--- config.mk ---
export PLATFORM = sky130hd
export DESIGN_NAME = dsp_addsub_rr_sched_flat
export DESIGN_NICKNAME = d
export VERILOG_FILES = /design/src/rtl/dsp_addsub_rr_sched_if.sv /design/src/rtl/dsp_addsub_rr_sched.sv /design/src/flat_wrapper.sv
export SDC_FILE = /design/constraint.sdc
export NUM_CORES = 1
export LEC_CHECK = 0
export ABC_AREA = 1
export BUFFER_PORTS_ARGS = -buffer_cell sky130_fd_sc_hd__buf_4
export CORE_AREA = 2 2 238 240
export DETAILED_ROUTE_END_ITERATION = 7
export DIE_AREA = 0 0 240 242
export HOLD_SLACK_MARGIN = 0.02
export SYNTH_ARGS = -nofsm -noshare
export SYNTH_HDL_FRONTEND = slang
export SYNTH_SLANG_ARGS = --single-unit
--- constraint.sdc ---
create_clock -name clk -period 3.8 [get_ports clk]
set_input_delay 0.57 -clock clk [delete_from_list [all_inputs] [get_ports clk]]
set_output_delay 0.57 -clock clk [all_outputs]
set_load 0.02 [all_outputs]
--- src/rtl/dsp_addsub_rr_sched_if.sv ---
// Bundle for requester, response and datapath traffic of the shared add/sub scheduler.
// master: the environment (requesters plus the add/sub datapath).
// slave:  the scheduler itself.
interface dsp_addsub_rr_sched_if #(
    parameter int unsigned NREQ  = 4,
    parameter int unsigned WIDTH = 48
);
    // Requester side
    logic [NREQ-1:0]       req_valid;
    logic [NREQ-1:0]       req_ready;
    logic [NREQ*WIDTH-1:0] req_a;
    logic [NREQ*WIDTH-1:0] req_b;
    logic [NREQ-1:0]       req_add_sub;
    logic [NREQ-1:0]       req_carryin;

    // Response side
    logic [NREQ-1:0]       rsp_valid;
    logic [WIDTH-1:0]      rsp_result;
    logic                  rsp_carryout;
    logic                  busy;

    // Datapath side
    logic [WIDTH-1:0]      dsp_a;
    logic [WIDTH-1:0]      dsp_b;
    logic                  dsp_add_sub;
    logic                  dsp_carryin;
    logic                  dsp_ce;
    logic                  dsp_rst;
    logic [WIDTH-1:0]      dsp_result;
    logic                  dsp_carryout;

    modport master (
        output req_valid, req_a, req_b, req_add_sub, req_carryin,
        output dsp_result, dsp_carryout,
        input  req_ready, rsp_valid, rsp_result, rsp_carryout, busy,
        input  dsp_a, dsp_b, dsp_add_sub, dsp_carryin, dsp_ce, dsp_rst
    );

    modport slave (
        input  req_valid, req_a, req_b, req_add_sub, req_carryin,
        input  dsp_result, dsp_carryout,
        output req_ready, rsp_valid, rsp_result, rsp_carryout, busy,
        output dsp_a, dsp_b, dsp_add_sub, dsp_carryin, dsp_ce, dsp_rst
    );
endinterface

--- src/rtl/dsp_addsub_rr_sched.sv ---
// Round-robin scheduler sharing one pipelined add/sub datapath between NREQ requesters.
// Requester IDs ride a tag pipeline matched to the datapath latency so each result is
// steered back to its originator. The datapath's synchronous reset is held for
// max(LATENCY,1) cycles after system reset so no stale pipeline contents escape.
module dsp_addsub_rr_sched #(
    parameter int unsigned NREQ    = 4,
    parameter int unsigned WIDTH   = 48,
    parameter int unsigned LATENCY = 2
) (
    input logic                  clk,
    input logic                  rst,
    dsp_addsub_rr_sched_if.slave bus
);
    localparam int unsigned IdW      = (NREQ > 1) ? $clog2(NREQ) : 1;
    localparam int unsigned FlushLen = (LATENCY > 0) ? LATENCY : 1;

    typedef logic [IdW-1:0] id_t;

    typedef enum logic [0:0] {
        StFlush,
        StRun
    } state_e;

    state_e     state_q, state_d;
    logic [1:0] flush_cnt_q, flush_cnt_d;

    logic       arb_en;
    logic       dsp_rst;

    logic [NREQ-1:0] grant;
    logic            grant_any;
    id_t             grant_id;
    id_t             ptr_q;

    logic [WIDTH-1:0] sel_a;
    logic [WIDTH-1:0] sel_b;
    logic             sel_add_sub;
    logic             sel_carryin;

    logic [WIDTH-1:0] dsp_a_q;
    logic [WIDTH-1:0] dsp_b_q;
    logic             dsp_add_sub_q;
    logic             dsp_carryin_q;
    logic             issue_vld_q;
    id_t              issue_id_q;

    logic             rsp_vld;
    id_t              rsp_id;
    logic             tag_any;

    // ------------------------------------------------------------------------
    // Sequencer FSM
    // ------------------------------------------------------------------------

    // State register with flush cycle counter
    always_ff @(posedge clk or posedge rst) begin
        if (rst) begin
            state_q     <= StFlush;
            flush_cnt_q <= '0;
        end else begin
            state_q     <= state_d;
            flush_cnt_q <= flush_cnt_d;
        end
    end

    // Next state: leave FLUSH once the datapath has been reset for FlushLen cycles
    always_comb begin
        state_d     = state_q;
        flush_cnt_d = flush_cnt_q;
        case (state_q)
            StFlush: begin
                if (flush_cnt_q == 2'(FlushLen - 1)) begin
                    state_d     = StRun;
                    flush_cnt_d = '0;
                end else begin
                    flush_cnt_d = flush_cnt_q + 2'd1;
                end
            end
            StRun:   state_d = StRun;
            default: state_d = StFlush;
        endcase
    end

    // Outputs: arbitration only in RUN, datapath reset only in FLUSH
    always_comb begin
        arb_en  = 1'b0;
        dsp_rst = 1'b1;
        case (state_q)
            StRun: begin
                arb_en  = 1'b1;
                dsp_rst = 1'b0;
            end
            default: begin
                arb_en  = 1'b0;
                dsp_rst = 1'b1;
            end
        endcase
    end

    assign bus.dsp_rst = dsp_rst;
    assign bus.dsp_ce  = 1'b1;

    // ------------------------------------------------------------------------
    // Arbitration
    // ------------------------------------------------------------------------

    // Search upward from the pointer, wrapping, for the first valid requester
    always_comb begin
        int  idx;
        id_t cand;
        idx       = 0;
        cand      = '0;
        grant_any = 1'b0;
        grant_id  = '0;
        for (int k = 0; k < int'(NREQ); k++) begin
            idx = int'(ptr_q) + k;
            if (idx >= int'(NREQ)) begin
                idx = idx - int'(NREQ);
            end
            cand = id_t'(idx);
            if (!grant_any && bus.req_valid[cand]) begin
                grant_any = 1'b1;
                grant_id  = cand;
            end
        end
        if (!arb_en) begin
            grant_any = 1'b0;
        end
        for (int i = 0; i < int'(NREQ); i++) begin
            grant[i] = grant_any && (grant_id == id_t'(i));
        end
    end

    // grant is only ever raised on a valid requester, so grant_any marks a transfer
    assign bus.req_ready = grant;

    // Pointer moves just past the winner on a transfer, otherwise holds
    always_ff @(posedge clk or posedge rst) begin
        if (rst) begin
            ptr_q <= '0;
        end else if (grant_any) begin
            ptr_q <= (grant_id == id_t'(NREQ - 1)) ? '0 : grant_id + id_t'(1);
        end
    end

    // ------------------------------------------------------------------------
    // Issue register
    // ------------------------------------------------------------------------

    // Operand mux for the granted requester
    always_comb begin
        sel_a       = '0;
        sel_b       = '0;
        sel_add_sub = 1'b1;
        sel_carryin = 1'b0;
        for (int i = 0; i < int'(NREQ); i++) begin
            if (grant_id == id_t'(i)) begin
                sel_a       = bus.req_a[i*WIDTH +: WIDTH];
                sel_b       = bus.req_b[i*WIDTH +: WIDTH];
                sel_add_sub = bus.req_add_sub[i];
                sel_carryin = bus.req_carryin[i];
            end
        end
    end

    // Register the winner onto the datapath; operands hold when nothing transfers
    always_ff @(posedge clk or posedge rst) begin
        if (rst) begin
            dsp_a_q       <= '0;
            dsp_b_q       <= '0;
            dsp_add_sub_q <= 1'b1;
            dsp_carryin_q <= 1'b0;
            issue_vld_q   <= 1'b0;
            issue_id_q    <= '0;
        end else begin
            issue_vld_q <= grant_any;
            if (grant_any) begin
                dsp_a_q       <= sel_a;
                dsp_b_q       <= sel_b;
                dsp_add_sub_q <= sel_add_sub;
                dsp_carryin_q <= sel_carryin;
                issue_id_q    <= grant_id;
            end
        end
    end

    assign bus.dsp_a       = dsp_a_q;
    assign bus.dsp_b       = dsp_b_q;
    assign bus.dsp_add_sub = dsp_add_sub_q;
    assign bus.dsp_carryin = dsp_carryin_q;

    // ------------------------------------------------------------------------
    // Tag pipeline
    // ------------------------------------------------------------------------

    if (LATENCY == 0) begin : g_no_tag
        // Combinational datapath: result lines up with the issue register
        assign rsp_vld = issue_vld_q;
        assign rsp_id  = issue_id_q;
        assign tag_any = 1'b0;
    end else begin : g_tag
        logic [LATENCY-1:0] tag_vld_q;
        id_t                tag_id_q [LATENCY];

        // Shift {valid, id} alongside the datapath stages
        always_ff @(posedge clk or posedge rst) begin
            if (rst) begin
                tag_vld_q <= '0;
                for (int k = 0; k < int'(LATENCY); k++) begin
                    tag_id_q[k] <= '0;
                end
            end else begin
                tag_vld_q[0] <= issue_vld_q;
                tag_id_q[0]  <= issue_id_q;
                for (int k = 1; k < int'(LATENCY); k++) begin
                    tag_vld_q[k] <= tag_vld_q[k-1];
                    tag_id_q[k]  <= tag_id_q[k-1];
                end
            end
        end

        assign rsp_vld = tag_vld_q[LATENCY-1];
        assign rsp_id  = tag_id_q[LATENCY-1];
        assign tag_any = |tag_vld_q;
    end

    // ------------------------------------------------------------------------
    // Response routing
    // ------------------------------------------------------------------------

    // One-hot strobe back to the originating requester
    always_comb begin
        for (int i = 0; i < int'(NREQ); i++) begin
            bus.rsp_valid[i] = rsp_vld && (rsp_id == id_t'(i));
        end
    end

    assign bus.rsp_result   = bus.dsp_result;
    assign bus.rsp_carryout = bus.dsp_carryout;
    assign bus.busy         = issue_vld_q | tag_any;

endmodule

--- src/flat_wrapper.sv ---
// flat-port wrapper written by rule: the top's interface ports become plain ports
module dsp_addsub_rr_sched_flat 
#(
    parameter int unsigned NREQ    = 4,
    parameter int unsigned WIDTH   = 48,
    parameter int unsigned LATENCY = 2
)
  (clk, rst, bus_req_valid, bus_req_a, bus_req_b, bus_req_add_sub, bus_req_carryin, bus_dsp_result, bus_dsp_carryout, bus_req_ready, bus_rsp_valid, bus_rsp_result, bus_rsp_carryout, bus_busy, bus_dsp_a, bus_dsp_b, bus_dsp_add_sub, bus_dsp_carryin, bus_dsp_ce, bus_dsp_rst);
  dsp_addsub_rr_sched_if #(.NREQ(NREQ), .WIDTH(WIDTH)) bus_i ();
  input logic clk;
  input logic rst;
  input wire logic [$bits(bus_i.req_valid)-1:0] bus_req_valid;
  input wire logic [$bits(bus_i.req_a)-1:0] bus_req_a;
  input wire logic [$bits(bus_i.req_b)-1:0] bus_req_b;
  input wire logic [$bits(bus_i.req_add_sub)-1:0] bus_req_add_sub;
  input wire logic [$bits(bus_i.req_carryin)-1:0] bus_req_carryin;
  input wire logic [$bits(bus_i.dsp_result)-1:0] bus_dsp_result;
  input wire logic [$bits(bus_i.dsp_carryout)-1:0] bus_dsp_carryout;
  output wire logic [$bits(bus_i.req_ready)-1:0] bus_req_ready;
  output wire logic [$bits(bus_i.rsp_valid)-1:0] bus_rsp_valid;
  output wire logic [$bits(bus_i.rsp_result)-1:0] bus_rsp_result;
  output wire logic [$bits(bus_i.rsp_carryout)-1:0] bus_rsp_carryout;
  output wire logic [$bits(bus_i.busy)-1:0] bus_busy;
  output wire logic [$bits(bus_i.dsp_a)-1:0] bus_dsp_a;
  output wire logic [$bits(bus_i.dsp_b)-1:0] bus_dsp_b;
  output wire logic [$bits(bus_i.dsp_add_sub)-1:0] bus_dsp_add_sub;
  output wire logic [$bits(bus_i.dsp_carryin)-1:0] bus_dsp_carryin;
  output wire logic [$bits(bus_i.dsp_ce)-1:0] bus_dsp_ce;
  output wire logic [$bits(bus_i.dsp_rst)-1:0] bus_dsp_rst;
  assign bus_i.req_valid = bus_req_valid;
  assign bus_i.req_a = bus_req_a;
  assign bus_i.req_b = bus_req_b;
  assign bus_i.req_add_sub = bus_req_add_sub;
  assign bus_i.req_carryin = bus_req_carryin;
  assign bus_i.dsp_result = bus_dsp_result;
  assign bus_i.dsp_carryout = bus_dsp_carryout;
  assign bus_req_ready = bus_i.req_ready;
  assign bus_rsp_valid = bus_i.rsp_valid;
  assign bus_rsp_result = bus_i.rsp_result;
  assign bus_rsp_carryout = bus_i.rsp_carryout;
  assign bus_busy = bus_i.busy;
  assign bus_dsp_a = bus_i.dsp_a;
  assign bus_dsp_b = bus_i.dsp_b;
  assign bus_dsp_add_sub = bus_i.dsp_add_sub;
  assign bus_dsp_carryin = bus_i.dsp_carryin;
  assign bus_dsp_ce = bus_i.dsp_ce;
  assign bus_dsp_rst = bus_i.dsp_rst;
  dsp_addsub_rr_sched #(.NREQ(NREQ), .WIDTH(WIDTH), .LATENCY(LATENCY)) u_core (.clk(clk), .rst(rst), .bus(bus_i));
endmodule
==> key figures, run 1 <==
Outcome
  • Status: completed

Pwr
  • Sw power: 9.094 mW
  • Internal power: 7.066 mW
  • Logic pwr share: 0.791
  • Max VDD drop: 1.197 mV
  • Clock share of power: 0.066
  • Sw Ratio: 0.5628
  • Seq pwr share: 0.143
  • P_leak: 6.309 nW
  • Power density over the cells: 1309 nW/um2

Floorplan
  • Die height: 242 um
  • Die area: 58080 um2
  • Top Ports: 605
  • Die width: 240 um
  • Total core area: 55730 um2
  • Initial Util: 0.1393
  • Site Rows: 87

Clock tree
  • Clock Tree Buf Depth: 2
  • CTS HTree Levels: 3
  • Clock sink count: 112
  • CTS root buf: clkbuf_16
  • CTS tree: yes
  • Clock-pin slew on the worst setup and hold paths: 0.09 ns
  • Cts hold-fix bufs: 0
  • Worst-skew pair later-pin latency: 0.39 ns
  • CTS buffer count: 9

STA
  • TNS Setup: 0 ns
  • Tightest Pin Transition: 0.9087 ns
  • Tmin final: 3.548 ns
  • Fmax: 281.9 MHz
  • RSZ-0062 raised after global routing: no
  • Endpoints failing setup: 0
  • Worst slew margin: 0.3942
  • Final max-slew violation count: 0
  • Tcrit/Tclk final: 0.9336
  • Hold Vio Cnt, Final: 0
  • PnR worst setup slack: 0.2522 ns
  • Clk_skew: 0.01507 ns

Route
  • Drt drc: 0
  • Via density: 3.926
  • Pre-antenna DRT Iters: 5
  • Routed WL: 38080 um
  • Iteration-0 DRC Markers: 342
  • Post-route ant nets: 0
  • Via count: 9390
  • Wire length per cell: 15.92 um

Critical path
  • Critical Path, Cell by Cell: inv_4, nand2_1, nand2_1, nand2_2, nand3_1, nand2_1, nand2_1, nand3_1, inv_1, ha_4, inv_1, nor2_1, buf_4
  • CP Capture Type: output port
  • Reg-to-Reg Start: u_core.ptr_q[0]
  • Maximum fanout along the worst path: 16
  • Setup CP Type: flop to output port
  • Critical Path Start Type: flop
  • Critical Path Max Stage Delay: 0.51 ns
  • CP arrival: 2.98 ns
  • CP max-delay cell: dfrtp_1
  • Buffers plus inverters on the worst setup path: 4
  • Critical Path RT: 3.23 ns
  • Reg2Reg Depth: 19
  • Most used cell, CP: nand2_1
  • Critical R2R Capture: u_core.bus.dsp_b[9]
  • CP delay by family, top: simple AND/OR/NAND/NOR gates
  • R2R Setup Slk: 0.71 ns

GRT
  • GRT Util Overall: 0.1262
  • Vias in the first global route: 9168
  • Gr ovfl total: 0
  • Largest net degree at the start of global routing: 100
  • Initial antenna violation count: 2
  • First-pass GRT wire length: 54580 um

Yosys
  • Mapped Cells: 1228
  • Post-synth cell types: 28
  • Post-Syn Area per Cell: 6.320 um2
  • Sequential fraction of the synthesis area: 0.3613
  • Synth warn: 0
  • Syn Nets: 1679
  • Post-Synthesis Cell Area: 7761 um2
  • Yosys reg bits: 112

Hold path
  • Hold Path Class: input pin to async pin

Cells and area
  • Fill count: 6394
  • Most frequent cells in the layout: nand2_1, buf_4, o21ai_0
  • Area Growth Syn to Fin: 59.10%
  • Commonest non-fill, non-tap cell in the layout: nand2_1
  • Post-layout nets: 2081
  • Layout Utilization: 0.2216
  • Register area: 2804 um2
  • Finished Layout Cells: 2392
  • Area of the multi-input gates: 4109 um2
  • Share of cells above drive strength 1: 0.3419

Place
  • Port Buf Inserts: 505
  • Pre-CTS WS: 0.4448 ns
  • Placed Cells incl. Taps: 2374
  • GPL Wtd Cong: 0.8046
  • Hpwl dp: 28860 um

Run
  • Count of maximum capacitance violations: 0
[sequential cells by signal, summed over array words and instances (netlist names)]
name	count
u_core.bus.dsp_a	48
u_core.bus.dsp_add_sub	1
u_core.bus.dsp_b	48
u_core.bus.dsp_carryin	1
u_core.flush_cnt_q	2
u_core.g_tag.tag_id_q	2
u_core.g_tag.tag_vld_q	2
u_core.issue_id_q	2
u_core.issue_vld_q	1
u_core.ptr_q	2
u_core.rsp_id	2
u_core.state_q	1
[cells by family after synthesis]
family | count (synthesis) | synth area share
adder cells (fa/ha/maj) | 4 | 0.006449
AO/OA/AOI/OAI | 301 | 0.1944
AND/OR/NAND/NOR | 650 | 0.3208
buffers and inverters | 159 | 0.1154
XOR/XNOR | 1 | 0.001129
other | 1 | 0.0004832
flip-flops | 112 | 0.3613
[metal layers]
layer  global-route usage  up-vias  wire, um
met2               0.2203      451     18400
li1                     -     4679         -
met1               0.1354     4192     14580
met5                    0        -         0
met3              0.03988       68      3480
met4              0.06540        0      1616
[area by class of cell]
cell class	count	area share
Inverter	22	0.007600
Tap cell	756	0.07660
Timing Repair Buffer	528	0.3307
Sequential cell	112	0.2271
Clock buffer	9	0.01824
Multi-Input combinational cell	957	0.3328
Clock inverter	7	0.006789
Antenna cell	1	0.0002027
[how the worst max path moves through the flow]
stage	startpoint	to	slack [ns]	cells past startpoint
after floorplan	rst	u_core.bus.dsp_a[0]	0.27	1
after global placement	bus_req_valid[3]	bus_req_ready[1]	0.46	14
after detailed placement	bus_req_valid[1]	bus_req_ready[1]	0.44	14
after CTS	u_core.ptr_q[0]	bus_req_ready[1]	0.04	13
after global routing	u_core.ptr_q[0]	bus_req_ready[1]	0.02	12
final	u_core.ptr_q[0]	bus_req_ready[1]	0.25	13
[power by group through the flow]
stage | clock network, mW | logic (mW) | registers, mW
finish | 1.07 | 12.8 | 2.30
global route | 1.19 | 14.6 | 2.38
CTS | 1.15 | 12.9 | 2.31
detailed placement | 0 | 12.9 | 2.31
global placement | 0 | 12.8 | 2.31
floorplan | 0 | 7.94 | 2.86
[cell usage after synthesis (all sizes together)]
master	n	area, um2
nor3	4	20.02
a21oi	97	485.5
nand2	625	2354
conb	1	3.750
ha	4	50.05
clkbuf	50	187.7
a21boi	1	7.510
nand4	2	12.51
dfrtp	111	2778
xnor2	1	8.760
o21ai	203	1016
nand3	12	65.06
nor2	6	32.53
buf	87	623.1
clkinv	1	3.750
or3	1	6.260
inv	21	81.33
dfstp	1	26.28
[stage by stage]
stage	total power [mW]	hold WS (ns)	area, um2
after floorplan	10.80	0.3312	7761
after global placement	15.10	0.3457	12020
after detailed placement	15.19	0.3402	12020
after CTS	16.33	0.3459	12330
after global routing	18.13	0.3514	12350
final	16.16	0.3364	12350
[timing repair]
action | 4_1_cts | 5_1_grt
endpoints found under the setup margin | 0 | 1
buffers inserted | 0 | 1
gates resized for setup | 0 | 0
endpoints found under the hold margin | 0 | 0
Note: power is estimated with default switching activity, not from simulation.
==> run 2: changes to the inputs <==
CELL_PAD_IN_SITES_DETAIL_PLACEMENT = 1   (was default)
CELL_PAD_IN_SITES_GLOBAL_PLACEMENT = 2   (was default)
CORE_AREA = 2 2 237 239   (was 2 2 238 240)
DIE_AREA = 0 0 239 241   (was 0 0 240 242)
PLACE_DENSITY_LB_ADDON = 0.1   (was default)
SETUP_SLACK_MARGIN = 0.3   (was default)
==> key figures, run 2 (same netlist as run 1, synthesis figures left out) <==
Outcome
  • Status: completed (unchanged)

Critical path
  • R2R Setup Slk: 0.72 ns (was 0.71 ns)
  • Setup CP Type: flop to output port (unchanged)
  • Critical Path RT: 3.23 ns (about the same)
  • Setup crit end: bus_req_ready[1] (unchanged)
  • CP startpoint: u_core.ptr_q[0] (unchanged)
  • Reg2Reg Depth: 18 (was 19)
  • Critical R2R Capture: u_core.bus.dsp_a[32] (was u_core.bus.dsp_b[9])
  • Maximum fanout along the worst path: 25 (was 16)
  • CP arrival: 2.71 ns (was 2.98 ns)
  • Critical Path Start Type: flop (unchanged)
  • Reg-to-Reg Start: u_core.ptr_q[0] (unchanged)
  • CP Capture Type: output port (unchanged)

STA
  • Worst slew margin: 0.5150 (was 0.3942)
  • Clk_skew: 0.008880 ns (was 0.01507 ns)
  • Final max-slew violation count: 0 (unchanged)
  • Tightest Pin Transition: 0.7274 ns (was 0.9087 ns)
  • Hold Vio Cnt, Final: 0 (unchanged)
  • Tcrit/Tclk final: 0.8624 (was 0.9336)
  • RSZ-0062 raised after global routing: yes (was no)
  • TNS Setup: 0 ns (unchanged)
  • Fmax: 305.1 MHz (was 281.9 MHz)
  • Endpoints failing setup: 0 (unchanged)
  • Tmin final: 3.277 ns (was 3.548 ns)

Route
  • Iteration-0 DRC Markers: 287 (was 342)
  • Pre-antenna DRT Iters: 4 (was 5)
  • Via density: 4.013 (was 3.926)
  • Drt drc: 0 (unchanged)
  • Wire length per cell: 19.36 um (was 15.92 um)
  • Routed WL: 45270 um (was 38080 um)
  • Post-route ant nets: 0 (unchanged)
  • Via count: 9382 (was 9390)

Floorplan
  • Die width: 239 um (was 240 um)
  • Die area: 57600 um2 (was 58080 um2)
  • Site Rows: 86 (was 87)
  • Die height: 241 um (was 242 um)
  • Top Ports: 605 (unchanged)
  • Total core area: 54880 um2 (was 55730 um2)
  • Initial Util: 0.1414 (was 0.1393)

Clock tree
  • CTS buffer count: 9 (unchanged)
  • CTS HTree Levels: 3 (unchanged)
  • Clock sink count: 112 (unchanged)
  • CTS root buf: clkbuf_16 (unchanged)
  • Clock-pin slew on the worst setup and hold paths: 0.08 ns (was 0.09 ns)
  • Worst-skew pair later-pin latency: 0.38 ns (was 0.39 ns)
  • CTS tree: yes (unchanged)
  • Cts hold-fix bufs: 0 (unchanged)
  • Clock Tree Buf Depth: 2 (unchanged)

GRT
  • Gr ovfl total: 0 (unchanged)
  • First-pass GRT wire length: 64630 um (was 54580 um)
  • Vias in the first global route: 10010 (was 9168)
  • GRT Util Overall: 0.1521 (was 0.1262)
  • Initial antenna violation count: 5 (was 2)
  • Largest net degree at the start of global routing: 113 (was 100)

Pwr
  • Post-layout power: 16.45 mW (was 16.16 mW)
  • Seq pwr share: 0.140 (was 0.143)
  • P_leak: 6.270 nW (was 6.309 nW)
  • Max VDD drop: 0.7406 mV (was 1.197 mV)
  • Clock share of power: 0.061 (was 0.066)
  • Logic pwr share: 0.800 (was 0.791)
  • Internal power: 6.981 mW (was 7.066 mW)
  • Sw power: 9.465 mW (was 9.094 mW)
  • Power density over the cells: 1343 nW/um2 (was 1309 nW/um2)
  • Sw Ratio: 0.5755 (was 0.5628)

Cells and area
  • Share of cells above drive strength 1: 0.3423 (was 0.3419)
  • Finished Layout Cells: 2338 (was 2392)
  • Most frequent cells in the layout: nand2_1, buf_4, o21ai_0 (unchanged)
  • Register area: 2805 um2 (was 2804 um2)
  • Area of the multi-input gates: 4109 um2 (unchanged)
  • Post-layout nets: 2079 (was 2081)
  • Layout Utilization: 0.2231 (was 0.2216)
  • Post-route cell area: 12240 um2 (was 12350 um2)
  • Fill count: 6738 (was 6394)
  • Area Growth Syn to Fin: 57.76% (was 59.10%)
  • Commonest non-fill, non-tap cell in the layout: nand2_1 (unchanged)

Place
  • Hpwl dp: 34600 um (was 28860 um)
  • Placed inst area: 11940 um2 (was 12020 um2)
  • Placed Cells incl. Taps: 2320 (was 2374)
  • Port Buf Inserts: 505 (unchanged)
  • GPL Wtd Cong: 0.7893 (was 0.8046)

Run
  • Count of maximum capacitance violations: 0 (unchanged)

Hold path
  • Hold Path Class: flop to flop (was input pin to async pin)
## run 2: cell types whose count changed in the layout (fill, tap and decap cells not counted), sizes merged
cell      change
inv           -6
clkbuf        +3
clkinvlp      +3
buf           -2
bufinv        -1
clkinv        +1
## run 2: per-layer routing
metal,GRT usage,up-vias,part of all wire
met3,0.06268,26,0.096
met5,0,-,0.00099
li1,-,4669,-
met2,0.2635,335,0.48
met4,0.03371,8,0.0099
met1,0.1747,4344,0.41
## run 2: critical path, stage by stage, from the launching register on
cell and delay [ns]:
dfrtp_2 0.50, inv_4 0.12, nand2_1 0.06, nand2_1 0.14
nand2_2 0.09, nand3_1 0.11, nand2_1 0.06, nand2_1 0.09
nand3_1 0.18, inv_2 0.15, ha_4 0.19, buf_8 0.24
inv_1 0.08, nor2_1 0.11, buf_4 0.18
## run 2: stage by stage
step / setup WS, ns / hold WS (ns)
2_1_floorplan: 0.7987 / 0.3312
3_3_place_gp: 0.5587 / 0.3439
3_5_place_dp: 0.4572 / 0.3503
4_1_cts: 0.3776 / 0.3689
5_1_grt: 0.2894 / 0.3743
6_report: 0.5227 / 0.3653
## run 2: what timing repair did
action | in CTS | in global routing
buffers inserted | 1 | 0
pin swaps | 0 | 0
resized for setup | 2 | 3
gates cloned | 0 | 0
setup endpoints to repair | 2 | 2
hold endpoints to repair | 0 | 0
## run 2: area by class of cell
class / count / area share
multi-input combinational: 957 / 0.3356
timing repair buffer: 526 / 0.3323
sequential: 112 / 0.2291
tap: 704 / 0.07194
clock buffer: 12 / 0.02095
inverter: 22 / 0.007562
clock inverter: 4 / 0.002350
antenna: 1 / 0.0002044
## run 2: power groups by stage
| stage | logic [mW] | clock network, mW | registers, mW |
|---|---|---|---|
| final | 13.2 | 0.996 | 2.30 |
| after global routing | 15.2 | 1.10 | 2.38 |
| after CTS | 13.7 | 1.08 | 2.31 |
| after detailed placement | 13.6 | 0 | 2.32 |
| after global placement | 13.5 | 0 | 2.31 |
| after floorplan | 7.94 | 0 | 2.86 |
## run 2: worst min path at each step
stage / startpoint / endpoint / slack [ns] / depth (start not counted)
6_report: u_core.g_tag.tag_id_q[3] / u_core.rsp_id[1] / 0.37 / 0
5_1_grt: u_core.g_tag.tag_id_q[3] / u_core.rsp_id[1] / 0.37 / 0
4_1_cts: u_core.g_tag.tag_id_q[3] / u_core.rsp_id[1] / 0.37 / 0
3_5_place_dp: u_core.g_tag.tag_id_q[3] / u_core.rsp_id[1] / 0.35 / 0
3_3_place_gp: u_core.g_tag.tag_id_q[3] / u_core.rsp_id[1] / 0.34 / 0
2_1_floorplan: u_core.g_tag.tag_id_q[2] / u_core.rsp_id[0] / 0.33 / 0
